[src/rtl/trap_controller.sv]
// Trap controller: captures the first exception, flushes the pipeline, redirects
// fetch to the trap vector, tracks the handler and escalates nested exceptions.
module trap_controller #(
  parameter int          FLUSH_CYCLES = 2,
  parameter logic [63:0] TRAP_VECTOR  = 64'h0000_0000_0000_0100,
  parameter int          COUNT_WIDTH  = 16
) (
  input  logic                   clk,
  input  logic                   reset,
  input  logic                   excCaught,
  input  logic [4:0]             exception,
  input  logic [63:0]            badAddress,
  input  logic [63:0]            badInstruction,
  input  logic                   trapReturn,
  input  logic                   hostClear,
  output logic                   flush,
  output logic                   stall,
  output logic                   pcRedirect,
  output logic [63:0]            redirectPC,
  output logic                   inTrap,
  output logic                   doubleFault,
  output logic [4:0]             causeReg,
  output logic [63:0]            epcReg,
  output logic [63:0]            tvalReg,
  output logic [COUNT_WIDTH-1:0] excCount
);

  typedef enum logic [2:0] {
    stRun,
    stFlush,
    stRedirect,
    stHandler,
    stReturn,
    stFault
  } stateT;

  localparam logic [3:0] FLUSH_LOAD = 4'(FLUSH_CYCLES - 1);

  stateT      state;
  stateT      nextState;
  logic [3:0] flushCnt;
  logic       capture;
  logic       countExc;
  logic       clearCapture;

  function automatic logic [COUNT_WIDTH-1:0] satInc(input logic [COUNT_WIDTH-1:0] v);
    return (&v) ? v : v + 1'b1;
  endfunction

  always_comb begin
    nextState = state;
    unique case (state)
      stRun:      if (excCaught) nextState = stFlush;
      stFlush:    if (flushCnt == 4'd0) nextState = stRedirect;
      stRedirect: nextState = stHandler;
      stHandler: begin
        // A nested exception outranks a simultaneous trap return.
        if (excCaught)       nextState = stFault;
        else if (trapReturn) nextState = stReturn;
      end
      stReturn:   nextState = stRun;
      stFault:    if (hostClear) nextState = stRun;
      default:    nextState = stRun;
    endcase
  end

  assign capture      = (state == stRun) && excCaught;
  assign countExc     = excCaught && ((state == stRun) || (state == stHandler));
  assign clearCapture = (state == stFault) && hostClear;

  // Outputs are registered from the next state so they line up with the state register.
  always_ff @(posedge clk) begin
    if (reset) begin
      state       <= stRun;
      flushCnt    <= 4'd0;
      causeReg    <= '0;
      epcReg      <= '0;
      tvalReg     <= '0;
      excCount    <= '0;
      flush       <= 1'b0;
      stall       <= 1'b0;
      pcRedirect  <= 1'b0;
      redirectPC  <= '0;
      inTrap      <= 1'b0;
      doubleFault <= 1'b0;
    end else begin
      state <= nextState;

      if (capture)
        flushCnt <= FLUSH_LOAD;
      else if ((state == stFlush) && (flushCnt != 4'd0))
        flushCnt <= flushCnt - 4'd1;

      if (capture) begin
        causeReg <= exception;
        epcReg   <= badAddress;
        tvalReg  <= badInstruction;
      end else if (clearCapture) begin
        causeReg <= '0;
        epcReg   <= '0;
        tvalReg  <= '0;
      end

      if (countExc)
        excCount <= satInc(excCount);

      flush       <= (nextState == stFlush);
      stall       <= (nextState == stFlush) || (nextState == stRedirect) ||
                     (nextState == stReturn) || (nextState == stFault);
      pcRedirect  <= (nextState == stRedirect) || (nextState == stReturn);
      inTrap      <= (nextState == stHandler) || (nextState == stReturn);
      doubleFault <= (nextState == stFault);

      // epcReg cannot change while in the handler, so its current value is the return target.
      if (nextState == stRedirect)
        redirectPC <= TRAP_VECTOR;
      else if (nextState == stReturn)
        redirectPC <= epcReg;
      else
        redirectPC <= '0;
    end
  end

endmodule
[config.mk]
export PLATFORM = sky130hd
export DESIGN_NAME = trap_controller
export DESIGN_NICKNAME = d
export VERILOG_FILES = /design/src/rtl/trap_controller.sv
export SDC_FILE = /design/constraint.sdc
export NUM_CORES = 1
export LEC_CHECK = 0
export BUFFER_PORTS_ARGS = -buffer_cell sky130_fd_sc_hd__buf_2
export CAP_MARGIN = 20
export CORE_MARGIN = 1
export CORE_UTILIZATION = 40
export CTS_CLUSTER_SIZE = 40
export DETAILED_ROUTE_END_ITERATION = 8
export GPL_ROUTABILITY_DRIVEN = 1
export GPL_TIMING_DRIVEN = 0
export PLACE_DENSITY = 0.7
export SYNTH_ARGS = -nofsm -noshare
export SYNTH_HDL_FRONTEND = slang
export SYNTH_SLANG_ARGS = --single-unit
[constraint.sdc]
create_clock -name clk -period 2.7 [get_ports clk]
set_input_delay 0.27 -clock clk [delete_from_list [all_inputs] [get_ports clk]]
set_output_delay 0.27 -clock clk [all_outputs]
set_load 0.005 [all_outputs]
# [Word level (Yosys, flattened, before mapping)]
# Index checks and enable logic that the tools add are counted.
[totals] register_bits=225 input_bits=138 output_inout_bits=218 elab_cells=61
[classes] addsub=2 eq_ne=9 mux=15 n_bitwise=2 reduce_logical=19
[op_table] cell="2-to-1 mux 64 bit" n=3
[op_table] cell="2-to-1 mux 9 bit" n=2
[op_table] cell="adder 16 x 1 -> 16 bit (second input constant)" n=1
[op_table] cell="AND reduction 16 bit" n=1
[op_table] cell="2-to-1 mux 3 bit" n=5
[op_table] cell="case mux 3 bit (5 select lines)" n=1
[op_table] cell="equality test 3 x 2 -> 1 bit (second input constant)" n=4
[op_table] cell="2-to-1 mux 5 bit" n=2
[op_table] cell="equality test 3 bit (second input constant)" n=3
[op_table] cell="equality test 3 x 1 -> 1 bit (second input constant)" n=2
[op_table] cell="logical OR 1 bit" n=6
[op_table] cell="logical AND 1 bit" n=4
[op_table] cell="logical NOT 4 bit" n=1
[op_table] cell="nonzero test 2 bit" n=2
[op_table] cell="nonzero test 4 bit" n=1
[op_table] cell="subtractor 4 x 1 -> 4 bit (second input constant)" n=1
[op_table] cell="logical NOT 3 bit" n=1
[op_table] cell="OR reduction 3 bit" n=1
[op_table] cell="2-to-1 mux 1 bit" n=2
[op_table] cell="inverter 1 bit" n=2
[op_table] cell="AND reduction 2 bit" n=1
[op_table] cell="OR reduction 2 bit" n=1

# [Logic depth before layout (Yosys ltp)]
[depth] word_depth=7 ltp_mapped=7 depth_no_buf=6

# [Least setup slack after synthesis]
# No wires, ideal clock.
[synth_timing] path_kind="register to register" start="reg flushCnt[0]" end="reg inTrap" setup_time_ns=0.121 t_arrival_ns=1.897 t_required_ns=2.579 path_slack_ns=0.682 stages_incl_launch_ff=7 path_buffers=0 period_less_slack_ns=2.018 cell_sequence="dfxtp_1 inv_1 ha_1 or3b_1 o2111a_1 a21oi_1 mux2_2"
[synth_via] elab_chain_cells=5 elab_cells_between_ends=6 cone_classes="2 x eq/ne; 2 x mux; 2 x reduce/logical"
[synth_rtl] element="start: declaration" line_no="41" source="logic [3:0] flushCnt;"
[synth_rtl] element="start signal: assignment" line_no="92" source="flushCnt <= flushCnt - 4'd1;"
[synth_rtl] element="logical NOT 4 bit (*)" line_no="54" source="stFlush: if (flushCnt == 4'd0) nextState = stRedirect;"
[synth_rtl] element="2-to-1 mux 3 bit (*)" line_no="54"
[synth_rtl] element="case mux 3 bit (5 select lines) (*)" line_no="52" source="unique case (state)"
[synth_rtl] element="equality test 3 x 2 -> 1 bit or equality test 3 bit (tied branches)" line_no="111" source="inTrap <= (nextState == stHandler) || (nextState == stReturn);"
[synth_rtl] element="logical OR 1 bit (*)" line_no="111"
[synth_rtl] element="end signal: assignment" line_no="111"
[synth_rtl] element="end: declaration" line_no="20" source="output logic inTrap,"
# Every way passes the cells marked *; elsewhere a longest branch is shown, timed or not.
# A chain may end at the register's enable or synchronous reset.

# [Worst setup path after layout]
[layout_timing] start="reg flushCnt[0]" end="reg redirectPC[30]"
[layout_via] elab_chain_cells=6 elab_cells_between_ends=7 cone_classes="2 x eq/ne; 2 x mux; 1 x bitwise; 2 x reduce/logical"
[layout_rtl] element="logical NOT 4 bit (*)" line_no="54"
[layout_rtl] element="2-to-1 mux 3 bit (*)" line_no="54"
[layout_rtl] element="case mux 3 bit (5 select lines) (*)" line_no="52"
[layout_rtl] element="equality test 3 bit" line_no="117" source="else if (nextState == stReturn)"
[layout_rtl] element="inverter 1 bit (no source line)"
[layout_rtl] element="OR reduction 3 bit (no source line) (*)"
[layout_rtl] element="end signal: assignment" line_no="118" source="redirectPC <= epcReg;"
[layout_rtl] element="end: declaration" line_no="19" source="output logic [63:0] redirectPC,"
# Marks and branches as above.

==> qor.log <==
INFO  routing        final_antenna_net_count=0
INFO  global_route   grt_first_pass_wirelength=39,000microns
INFO  routing        route.detailed.vias_per_inst=5.12
INFO  sta            timing.fmax=407MHz
INFO  sta            period_needed=2.46ns
INFO  clock_tree     clkSlewWorstSetupHoldPaths=0.06ns
INFO  pwr            power.net_switching=0.00213W
INFO  sta            report.final.hold_viol_count=0
INFO  placement      dp_hpwl=16,700microns
INFO  synthesis      synth_top_cell_area_share=0.595
INFO  sta            grt_setup_unrepaired=no
INFO  placement      gp_routability_congestion=0.799
INFO  sta            setup_viol=0
INFO  pwr            powerDensity=711nW/um^2
INFO  sta            drv_slew=0
INFO  sta            timing.final.crit_share=0.911
INFO  synthesis      most_frequent_cell_after_synthesis=sky130_fd_sc_hd__dfxtp_1
INFO  global_route   antenna_found_initial=0
INFO  clock_tree     clkSinkCount=225
INFO  final_layout   finish.net_count=1,375
INFO  floorplanning  placeableCoreArea=18,300squm
INFO  critical_path  crit_path_max_fanout=10
INFO  global_route   first_global_vias=7,314
INFO  critical_path  critical_path.startpoint_type=register
INFO  placement      buffer_ports.inserted=354
INFO  sta            max-slew-margin-rel=0.357
INFO  pwr            clock_power_share=0.394
INFO  routing        first_iter_violations=266
INFO  floorplanning  design.portCount=356
INFO  clock_tree     cts.root.buffer_cell=sky130_fd_sc_hd__clkbuf_16
INFO  pwr            power.leakage=5.39nW
INFO  critical_path  path_class=register to register
INFO  min_path       holdPathStages=3
INFO  clock_tree     cts_setup_buffers=0
INFO  run            max-cap-violations=0
INFO  synthesis      synth_fp_nets=893
INFO  clock_tree     tritoncts=built
INFO  floorplanning  die-area=19,500squm
INFO  synthesis      synth-main-ff-cell=sky130_fd_sc_hd__dfxtp_1
INFO  clock_tree     cts_buffers=24
INFO  floorplanning  die_y_extent=140microns
INFO  clock_tree     worst_skew_pair.late_latency=0.51ns
INFO  pwr            comb_power_share=0.154
INFO  synthesis      ys.warnings.count=0
INFO  routing        detail_route.first_pass.iterations=5
INFO  final_layout   antenna-diode-count=0
INFO  synthesis      post_synthesis_cell_type_count=51
INFO  routing        route.detailed.wl_per_inst=16.9microns
INFO  synthesis      async_flop_share=0
INFO  routing        drc=0
INFO  synthesis      register_bit_total_from_synthesis=225
INFO  global_route   grt_max_degree=14
INFO  clock_tree     cts_max_path_buffers=3
INFO  pwr            p_total=0.00812W
INFO  final_layout   layout_cell_share_with_drive_strength_beyond_1=0.326
INFO  sta            setup-tns-final=0ns
INFO  min_path       worst_hold_path_type=primary input to register
INFO  pwr            p_sw_frac=0.262
INFO  global_route   overflow=0
INFO  synthesis      netlist_top_cells_area=sky130_fd_sc_hd__dfxtp_1 59%, sky130_fd_sc_hd__a22oi_1 13%, sky130_fd_sc_hd__nor2_1 7.1%
INFO  final_layout   flow.area_growth_from_synthesis=50.8%
INFO  synthesis      syn-mean-instance-area=10.1squm
INFO  clock_tree     cts-htree-levels=1
INFO  routing        wirelength=25,000microns
INFO  floorplanning  row_count=49
INFO  synthesis      yosysTopAreaCell=sky130_fd_sc_hd__dfxtp_1
INFO  critical_path  timing.critical_path.required=3.15ns
INFO  critical_path  data_arrival_time_of_the_critical_path=2.91ns
INFO  synthesis      synth.yosys.seq_area_share=0.595
INFO  synthesis      post_synth_inst_count=753
INFO  pwr            max-vdd-ir-drop=0.479mV
INFO  synthesis      synth_enable_flop_cells=0
INFO  critical_path  reg2regPathDepth=7
INFO  floorplanning  initial_core_util=0.415
INFO  synthesis      post_synthesis_cell_area=7570squm
INFO  synthesis      synth_top_cells_by_count=225 x sky130_fd_sc_hd__dfxtp_1, 143 x sky130_fd_sc_hd__nor2_1, 134 x sky130_fd_sc_hd__a22oi_1, 65 x sky130_fd_sc_hd__and2_1, 50 x sky130_fd_sc_hd__clkbuf_1
INFO  critical_path  endpoint_kind=register
INFO  pwr            cellInternalPower=0.00599W
INFO  final_layout   filler_cell_count=1,485
INFO  sta            worst_slew_pin_slew=0.956ns
INFO  routing        routed-via-count=7,567
INFO  sta            worst_clock_skew=0.00688ns
INFO  outcome        run_status=completed
INFO  global_route   grt_usage=0.248
INFO  pwr            sequentialPowerShare=0.452
INFO  floorplanning  die_w=140microns
power groups by stage:
| stage | combinational [W] | clock (W) | sequential, W |
|---|---|---|---|
| floorplan | 0.000586 | 0 | 0.00374 |
| global placement | 0.00110 | 0 | 0.00373 |
| detailed placement | 0.00111 | 0 | 0.00374 |
| CTS | 0.00124 | 0.00323 | 0.00367 |
| global route | 0.00138 | 0.00339 | 0.00370 |
| finish | 0.00125 | 0.00319 | 0.00367 |
repair_timing:
item                                   4_1_cts  5_1_grt
endpoints found under the hold margin      101        1
resized for setup                            2        1
cloned                                       0        0
setup endpoints to repair                   49       40
hold buffers                               101        1
critical path, stage by stage, from the launching register on:
cell	delay, ns
sky130_fd_sc_hd__dfxtp_1	0.31
sky130_fd_sc_hd__inv_1	0.09
sky130_fd_sc_hd__ha_1	0.19
sky130_fd_sc_hd__or3b_1	0.41
sky130_fd_sc_hd__o2111a_1	0.30
sky130_fd_sc_hd__a211oi_4	0.46
sky130_fd_sc_hd__clkbuf_1	0.44
sky130_fd_sc_hd__and2_1	0.20
layout by cell type (no fill, tap or decap), drive strengths merged, types with 2 or more instances in the layout:
cell type,count
nor3,7
bufinv,2
nand2b,6
xor2,2
clkinv,5
xnor2,2
nand4,6
and3,3
a31oi,2
nor2,143
nor3b,5
dfxtp,225
dlygate4sd3,102
nor2b,5
ha,2
nor4,4
inv,7
nand2,9
clkbuf,85
or4,10
o21ai,4
o31ai,11
a21oi,13
a22oi,134
a211oi,2
buf,359
nand3,7
mux2i,2
and2,65
mux2,2
worst paths after layout:
kind,slack [ns],from,to
max,0.24,flushCnt[0],redirectPC[30]
min,0.01,badAddress[55],epcReg[55]
max reg2reg,0.24,flushCnt[0],redirectPC[30]
min reg2reg,0.48,epcReg[5],redirectPC[5]
metal layers:
metal | global-route usage | up-vias | part of all wire
li1 | - | 3620 | -
met1 | 0.291 | 3568 | 0.40
met4 | 0.0914 | 0 | 0.031
met2 | 0.444 | 322 | 0.50
met3 | 0.0513 | 57 | 0.065
met5 | 0 | - | 0
layout make-up:
type                       count  area [sq um]  area share
sequential                   225          4500       0.394
inverter                       7          26.3     0.00230
buffer                        57           248      0.0217
clock buffer                  33           654      0.0573
clock inverter                 8           104     0.00909
timing repair buffer         456          2790       0.244
tap                          229           287      0.0251
multi-input combinational    464          2810       0.246
metrics by stage:
step,cell area [sq um],instances,util,worst slack [ns],hold WS [ns]
2_1_floorplan,7570,753,-,0.682,0.418
4_1_cts,11400,1478,0.625,0.0626,0.0000714
5_1_grt,11400,1479,0.625,0.0583,0.00791
3_3_place_gp,9630,1336,0.527,-0.0691,0.461
3_5_place_dp,9630,1336,0.527,-0.0968,0.465
6_report,11400,1479,0.625,0.241,0.0109
flip-flops by register name, indices dropped and copies added, names as in the netlist:
register / flops
tvalReg: 64
state: 3
flushCnt: 4
redirectPC: 64
causeReg: 5
epcReg: 64
stall: 1
pcRedirect: 1
inTrap: 1
flush: 1
doubleFault: 1
excCount: 16
cells by family after synthesis:
| family | count (synthesis) | synth area share |
|---|---|---|
| DFF | 225 | 0.595 |
| adders and majority gates | 2 | 0.00330 |
| buffers and inverters | 64 | 0.0360 |
| muxes | 4 | 0.00562 |
| AOI/OAI and AO/OA | 177 | 0.172 |
| and+or+nand+nor | 277 | 0.184 |
| xor gates and xnor gates | 4 | 0.00463 |
(Power assumes the default switching activity.)
